$ cat src/rtl/ts_sync_aligner.sv
// MPEG-TS sync aligner: finds the 188-byte packet grid from 0x47 sync bytes and forwards
// whole synced packets. Define TS_ERR_CNT_EN to enable the drop/loss counters.
module ts_sync_aligner #(
   parameter int unsigned PACK_BYTE_SIZE = 188,
   parameter logic [7:0]  SYNC_BYTE      = 8'h47,
   parameter int unsigned LOCK_THRESHOLD = 3,
   parameter int unsigned LOSS_THRESHOLD = 3
) (
   input  logic        mpeg_clk,
   input  logic        rst_n,
   input  logic [7:0]  in_data,
   input  logic        in_valid,
   output logic [7:0]  mpeg_data,
   output logic        mpeg_valid,
   output logic        mpeg_sync,
   output logic        locked,
   output logic        pkt_drop,
   output logic [31:0] drop_count,
   output logic [15:0] loss_count
);

   localparam int unsigned  PosW    = $clog2(PACK_BYTE_SIZE);
   localparam logic [PosW-1:0] PosLast = PosW'(PACK_BYTE_SIZE - 1);
   localparam logic [3:0]   LockThr = 4'(LOCK_THRESHOLD);
   localparam logic [3:0]   LossThr = 4'(LOSS_THRESHOLD);

   typedef enum logic [1:0] {StHunt, StVerify, StLock} state_e;

   state_e          state_q, state_d;
   logic [PosW-1:0] pos_q, pos_d, pos_inc;
   logic [3:0]      hit_q, hit_d, hit_inc;
   logic [3:0]      miss_q, miss_d, miss_inc;
   logic            pass_q, pass_d;
   logic [7:0]      data_q, data_d;
   logic            valid_q, valid_d;
   logic            sync_q, sync_d;
   logic            drop_q, drop_d;
   logic            is_sync;

   assign is_sync  = (in_data == SYNC_BYTE);
   assign pos_inc  = (pos_q == PosLast) ? '0 : pos_q + PosW'(1);
   assign hit_inc  = hit_q + 4'd1;
   assign miss_inc = miss_q + 4'd1;

   always_comb begin
      state_d = state_q;
      pos_d   = pos_q;
      hit_d   = hit_q;
      miss_d  = miss_q;
      pass_d  = pass_q;
      data_d  = data_q;
      valid_d = 1'b0;
      sync_d  = 1'b0;
      drop_d  = 1'b0;
      if (in_valid) begin
         case (state_q)
            StHunt: begin
               if (is_sync) begin
                  pos_d = PosW'(1);
                  hit_d = 4'd1;
                  if (LOCK_THRESHOLD == 1) begin
                     state_d = StLock;
                     miss_d  = '0;
                     pass_d  = 1'b1;
                     valid_d = 1'b1;
                     sync_d  = 1'b1;
                     data_d  = in_data;
                  end else begin
                     state_d = StVerify;
                  end
               end
            end
            StVerify: begin
               pos_d = pos_inc;
               if (pos_q == '0) begin
                  if (is_sync) begin
                     hit_d = hit_inc;
                     if (hit_inc == LockThr) begin
                        state_d = StLock;
                        miss_d  = '0;
                        pass_d  = 1'b1;
                        valid_d = 1'b1;
                        sync_d  = 1'b1;
                        data_d  = in_data;
                     end
                  end else begin
                     // False sync candidate: drop back without rescanning this byte
                     state_d = StHunt;
                     hit_d   = '0;
                     pos_d   = '0;
                  end
               end
            end
            StLock: begin
               pos_d = pos_inc;
               if (pos_q == '0) begin
                  if (is_sync) begin
                     miss_d  = '0;
                     pass_d  = 1'b1;
                     valid_d = 1'b1;
                     sync_d  = 1'b1;
                     data_d  = in_data;
                  end else begin
                     miss_d = miss_inc;
                     pass_d = 1'b0;
                     drop_d = 1'b1;
                     if (miss_inc == LossThr) begin
                        state_d = StHunt;
                        hit_d   = '0;
                        pos_d   = '0;
                     end
                  end
               end else if (pass_q) begin
                  valid_d = 1'b1;
                  data_d  = in_data;
               end
            end
            default: state_d = StHunt;
         endcase
      end
   end

   always_ff @(posedge mpeg_clk) begin
      if (!rst_n) begin
         state_q <= StHunt;
         pos_q   <= '0;
         hit_q   <= '0;
         miss_q  <= '0;
         pass_q  <= 1'b0;
         data_q  <= '0;
         valid_q <= 1'b0;
         sync_q  <= 1'b0;
         drop_q  <= 1'b0;
      end else begin
         state_q <= state_d;
         pos_q   <= pos_d;
         hit_q   <= hit_d;
         miss_q  <= miss_d;
         pass_q  <= pass_d;
         data_q  <= data_d;
         valid_q <= valid_d;
         sync_q  <= sync_d;
         drop_q  <= drop_d;
      end
   end

   assign mpeg_data  = data_q;
   assign mpeg_valid = valid_q;
   assign mpeg_sync  = sync_q;
   assign pkt_drop   = drop_q;
   assign locked     = (state_q == StLock);

`ifdef TS_ERR_CNT_EN
   logic [31:0] drop_cnt_q;
   logic [15:0] loss_cnt_q;
   logic        lost;

   assign lost = (state_q == StLock) && (state_d == StHunt);

   // Saturating counters, cleared only by reset
   always_ff @(posedge mpeg_clk) begin
      if (!rst_n) begin
         drop_cnt_q <= '0;
         loss_cnt_q <= '0;
      end else begin
         if (drop_d && (drop_cnt_q != '1)) drop_cnt_q <= drop_cnt_q + 32'd1;
         if (lost && (loss_cnt_q != '1))   loss_cnt_q <= loss_cnt_q + 16'd1;
      end
   end

   assign drop_count = drop_cnt_q;
   assign loss_count = loss_cnt_q;
`else
   assign drop_count = '0;
   assign loss_count = '0;
`endif

endmodule

$ cat config.mk
export PLATFORM = sky130hd
export DESIGN_NAME = ts_sync_aligner
export DESIGN_NICKNAME = d
export VERILOG_FILES = /design/src/rtl/ts_sync_aligner.sv
export SDC_FILE = /design/constraint.sdc
export NUM_CORES = 1
export LEC_CHECK = 0
export BUFFER_PORTS_ARGS = -buffer_cell sky130_fd_sc_hd__buf_4
export CAP_MARGIN = 20
export CORE_MARGIN = 2
export CORE_UTILIZATION = 40
export DETAILED_ROUTE_END_ITERATION = 7
export PLACE_DENSITY = 0.76
export RECOVER_POWER = 25
export REMOVE_ABC_BUFFERS = 1
export SYNTH_ARGS = -nofsm -noshare
export SYNTH_HDL_FRONTEND = slang
export SYNTH_SLANG_ARGS = --single-unit
export TNS_END_PERCENT = 20
$ cat constraint.sdc
create_clock -name mpeg_clk -period 1.81 [get_ports mpeg_clk]
set_input_delay 0.362 -clock mpeg_clk [delete_from_list [all_inputs] [get_ports mpeg_clk]]
set_output_delay 0.362 -clock mpeg_clk [all_outputs]
set_load 0.02 [all_outputs]
Word-level counts from Yosys, hierarchy flattened
Cells that the tools add are included.
{"block": "totals", "elab_cells": 90, "register_bits": 30, "out_inout_bits": 60}
{"block": "classes", "eq_ne": 16, "n_reduce_logical": 11, "add_sub_neg": 3, "n_mux": 51}
{"op": "two-way mux 8 bit", "count": 13}
{"op": "two-way mux 4 bit", "count": 11}
{"op": "case mux 8 bit (3 select lines)", "count": 1}
{"op": "AND reduction 7 bit", "count": 3}
{"op": "case mux 8 bit (2 select lines)", "count": 1}
{"op": "two-way mux 2 bit", "count": 7}
{"op": "two-way mux 1 bit", "count": 12}
{"op": "case mux 4 bit (3 select lines)", "count": 1}
{"op": "!= test 2 bit, second input constant", "count": 5}
{"op": "adder 4 x 1 -> 4 bit, second input constant", "count": 2}
{"op": "adder 8 x 1 -> 8 bit, second input constant", "count": 1}
{"op": "equality test 4 x 2 -> 1 bit, second input constant", "count": 2}
{"op": "equality test 8 x 7 -> 1 bit, second input constant", "count": 1}
{"op": "equality test 8 bit, second input constant", "count": 1}
{"op": "logical NOT 8 bit", "count": 1}
{"op": "case mux 4 bit (2 select lines)", "count": 1}
{"op": "!= test 3 bit, second input constant", "count": 2}
{"op": "case mux 1 bit (2 select lines)", "count": 3}
{"op": "case mux 2 bit (3 select lines)", "count": 1}
{"op": "AND reduction 6 bit", "count": 1}
{"op": "!= test 2 x 1 -> 1 bit, second input constant", "count": 2}
{"op": "AND reduction 4 bit", "count": 1}
{"op": "!= test 3 x 1 -> 1 bit, second input constant", "count": 1}
{"op": "AND reduction 3 bit", "count": 1}
{"op": "other kinds (6)", "count": 6}

Longest topological paths before layout
{"block": "depth", "ltp_word": 6, "mapped_depth": 10, "mapped_depth_nobuf": 8}

Worst setup path before layout
OpenSTA, ideal clock, no wires.
{"block": "synth_timing", "kind": "register -> register", "startpoint": "reg state_q[0]", "endpoint": "reg data_q[4], in the netlist mpeg_data[4]", "stages_incl_launch_ff": 11, "period_less_slack_ns": 2.073, "slack_ns": -0.263, "arrival_ns": 1.951, "t_required_ns": 1.688, "setup_ns": 0.122, "cell_sequence": "dfxtp_1 > inv_1 > ha_1 > clkbuf_1 > nand2_1 > a2111oi_0 > a31o_2 > a31oi_4 > buf_2 > nand3_1 > o21ai_0"}
{"block": "synth_between", "elab_chain_len": 3, "elab_cells_between_ends": 10, "classes_between": "eq/ne: 7; mux: 1; reduce/logical: 2"}
{"item": "start, declared", "line_no": "29", "source": "state_e state_q, state_d;"}
{"item": "start signal, assigned", "line_no": "125", "source": "state_q <= StHunt;"}
{"item": "start signal, assigned", "line_no": "135", "source": "state_q <= state_d;"}
{"item": "equality test 2 bit *"}
{"item": "via locked", "line_no": "16", "source": "output logic locked,"}
{"item": "!= test 3 bit (no source line) (tied with other cells)"}
{"item": "AND reduction 7 bit (no source line)"}
{"item": "end signal, assigned", "line_no": "140", "source": "data_q <= data_d;"}
{"item": "end, declared", "line_no": "34", "source": "logic [7:0] data_q, data_d;"}
The timed path passes the listed nets; every way through them passes the cells marked *.
A chain may end at the register's enable or synchronous reset.

Worst setup path after layout
{"block": "layout_timing", "startpoint": "reg pos_q[0]", "endpoint": "reg hit_q[3]"}
{"block": "layout_between", "elab_chain_len": 3, "elab_cells_between_ends": 4, "classes_between": "eq/ne: 2; reduce/logical: 2"}
{"item": "start, declared", "line_no": "30", "source": "logic [PosW-1:0] pos_q, pos_d, pos_inc;"}
{"item": "start signal, assigned", "line_no": "136", "source": "pos_q <= pos_d;"}
{"item": "logical NOT 8 bit *", "line_no": "75, 96"}
{"item": "!= test 2 bit (no source line) / != test 2 x 1 -> 1 bit (equally long branches)"}
{"item": "AND reduction 7 bit (no source line) *"}
{"item": "end signal, assigned", "line_no": "137", "source": "hit_q <= hit_d;"}
{"item": "end, declared", "line_no": "31", "source": "logic [3:0] hit_q, hit_d, hit_inc;"}
Mark *: on every way between the ends. The rest lies on a longest branch, timed or not.

==> impl_results.md <==
- Worst R2R Path Depth: 9
- Critical-path cell list: inv_2 -> ha_4 -> nor4b_4 -> o211ai_2 -> buf_4 -> o21ai_4 -> nand3_4 -> or4_4 -> o22ai_1
- Min setup slack post-route: -271.4 ps
- First-pass GRT wire length: 7734 µm
- # port buffers: 22
- Core area: 5107 µm²
- Combinational fraction of design power: 10.4%
- Initial antenna violation count: 0
- Synth area leaders: dfxtp_1, buf_4, ha_1
- Hold/Removal Path Class: primary input to flip-flop
- Fin cells: 407
- Failing checks: setup timing
- Sinks on Clock Net: 30
- Crit share post-route: 115.0%
- Clock share of power: a little under half
- Mean Syn Cell Area: 8.118 µm²
- DRC viols: 0
- Ant. Diodes: 0
- TritonCTS buffer count: 5
- P&R area growth vs syn: 32.25%
- Hold_sp: in_data[2]
- EDFF count, synth: 0
- R2R Path End: hit_q[3]$_SDFFE_PN0P_
- Hold endpoint: mpeg_data[2]$_SDFFE_PN0P_
- GRT overflow: 0
- WP data required: 2020 ps
- Final Hold Fails: 0
- Fin crit period: 2081 ps
- Unrepaired setup endpoints after global routing: yes
- Die width: 76.64 µm
- Arr. time, crit path: 2290 ps
- Later-pin clock latency in the skew report: 280 ps
- Via-to-Cell Ratio: slightly below 5
- Io pins: 71
- Antenna viol nets, final: 0
- Cell Int Power: between 1000 and 1500 µW
- Worst-path maximum fanout: 6
- Post-DP Area: 2515 µm²
- Post-CTS Hold Buffers: 0
- Max-cap violations: 0
- Netlist cell types: 55
- CTS tree: yes
- Cell depth of the worst hold path: 3
- Final nets: between 300 and 400
- Starting Density: 41.33%
- Reg power frac: 44.4%
- Hold slack: about 320 ps
- Status: finished with violations
- Fin Clk Skew: 9.116 ps
- Final WL: 5283 µm
- Instance count of the mapped netlist: 260
- Crit Path Class: flip-flop to flip-flop
- Number of global-route vias before repair: roughly 1700
- Reg2Reg Launch Point: pos_q[0]$_SDFFE_PN0P_
- Final setup violation count: 23
- Startpoint types: flip-flop
- Pwr/cell area: 532.8 nW/µm²
- P_leak: 0.001207 µW
- Via Count: 1983
- Seq/Total Area, Yosys: 28.45%
- Worst vdd ir: 0.3729 mV
- Post-synthesis cell area: 2111 µm²
- Slowest cell on the critical path: or4_4
- Async SR Flop Fraction: 0%
- Avg WL per Cell: around 13 µm
- Yosys reg bits: 30
- Post-synth top area cell: dfxtp_1
- Largest stage delay, worst path: 430 ps
- Clk buf depth: 2
- Post-layout util: 54.65%
- Reg2Reg Setup Slack: -270 ps
- Max-slew violations: 0
- Ys flop type: dfxtp_1
- Yosys warning count: 0
- Sw Pwr: 394.0 µW
- 1st-iter DRT viols: 73
- Top cell type's share of synthesized area: 28.45%
- Finished Cell Area: between 2000 and 3000 µm²
- Top-count cell post-synth: buf_4
- HPWL after DPL: between 3000 and 4000 µm
- Synth cell count leaders: buf_4, dfxtp_1, nand2_1
- Rows: 26
- CTS root buf: clkbuf_8
- Drt first pass iters: 4
- GP Congestion: 0.9681
- Gr usage total: 16.22%
- Setup TNS Final: -2318 ps
- Switch share: 26.49%
- Die area: 5874 µm²
- Largest net degree at the start of global routing: 25
- Clock transition at path regs: 70 ps
- Critical path endpoint category: flip-flop
- Proportion of layout cells with a drive suffix above 1: 35.61%
- Die Height: 76.64 µm
- # H-tree levels: 2
- Max Freq: 480.5 MHz
- Dpl cells: 393
worst max-delay path: cells and delay by family, from the launching register on:
| kind | cells | cell delay (ps) |
|---|---|---|
| AO/OA/AOI/OAI | 3 | 490 |
| buffers and inverters | 2 | 260 |
| AND/OR/NAND/NOR | 3 | 820 |
| adder cells (fa/ha/maj) | 1 | 130 |
| flip-flops | 1 | 320 |
metrics by stage:
stage | power (µW) | worst slack, ps
3_3_place_gp | 820.2 | -376.0
5_1_grt | 1538 | -340.7
3_5_place_dp | 820.4 | -402.5
6_report | 1487 | -271.4
2_1_floorplan | 780.7 | -207.7
4_1_cts | 1483 | -236.8
power by group through the flow:
stage / registers [µW] / logic [µW] / clock network (µW)
after floorplan: 675 / 105 / 0
after global placement: 675 / 145 / 0
after detailed placement: 675 / 145 / 0
after CTS: 660 / 147 / 676
after global routing: 660 / 165 / 713
final: 660 / 154 / 673
worst max-delay path by stage:
| stage | startpoint | endpoint | slack [ps] | cells past startpoint |
|---|---|---|---|---|
| detailed placement | in_data[3] | pos_q[6]$_SDFFE_PN0P_ | -400 | 7 |
| finish | pos_q[0]$_SDFFE_PN0P_ | hit_q[3]$_SDFFE_PN0P_ | -270 | 9 |
| floorplan | in_data[3] | hit_q[1]$_SDFFE_PN0P_ | -210 | 6 |
| CTS | pos_q[0]$_SDFFE_PN0P_ | hit_q[3]$_SDFFE_PN0P_ | -240 | 9 |
| global route | pos_q[0]$_SDFFE_PN0P_ | hit_q[3]$_SDFFE_PN0P_ | -340 | 9 |
| global placement | in_data[3] | pos_q[7]$_SDFFE_PN0P_ | -380 | 7 |
flip-flops by register name, summed over array words and instances, names as in the netlist:
register and flops:
hit_q 4, miss_q 4, mpeg_data 8, mpeg_sync 1, mpeg_valid 1, pass_q 1
pkt_drop 1, pos_q 8, state_q 2
routing by layer:
metal	share of wire (%)	vias up	global-route usage (%)
met5	0	-	0
met4	1.8	0	4.364
met2	49	81	27.96
met1	43	913	20.45
li1	-	974	-
met3	5.9	15	3.436
cells in the final DEF, fill, tap and decap left out, drive strengths merged, types with 2 or more instances in the layout:
| cell type | instances |
|---|---|
| buf | 73 |
| conb | 48 |
| nand2 | 30 |
| dfxtp | 30 |
| o21ai | 18 |
| nand3 | 17 |
| nor2 | 13 |
| a21oi | 12 |
| inv | 10 |
| ha | 9 |
| clkbuf | 8 |
| a22o | 5 |
| nor3 | 5 |
| and2 | 5 |
| a31oi | 5 |
| a211oi | 4 |
| nor2b | 3 |
| and3 | 3 |
| nand2b | 3 |
| mux2i | 3 |
| a31o | 3 |
| nor4 | 3 |
| a32o | 2 |
| clkinv | 2 |
| or2 | 2 |
| o211ai | 2 |
| or3 | 2 |
final cells by class:
class                           count  area [µm²]
Tap cell                           70       87.58
Inverter                           10       37.54
Multi-Input combinational cell    213        1395
Sequential cell                    30       603.1
Clock inverter                      3       40.04
Timing Repair Buffer               76       559.3
Fill cell                         475        2316
Clock buffer                        5       68.82
cell families (layout without fill, tap and decap cells):
family,after synthesis,count (layout),share of synthesized area [%]
flip-flops,30,30,28.45
adder cells (fa/ha/maj),9,9,5.335
AO/OA/AOI/OAI,60,61,20.45
multiplexers,3,3,1.423
other,1,48,0.1777
buffers and inverters,65,94,20.39
AND/OR/NAND/NOR,92,92,23.77
what timing repair did:
action / CTS / global route
cloned: 0 / 1
buffers inserted: 3 / 2
resized for setup: 12 / 23
pin swaps: 7 / 10
endpoints found under the setup margin: 29 / 31
(Power assumes the default switching activity.)
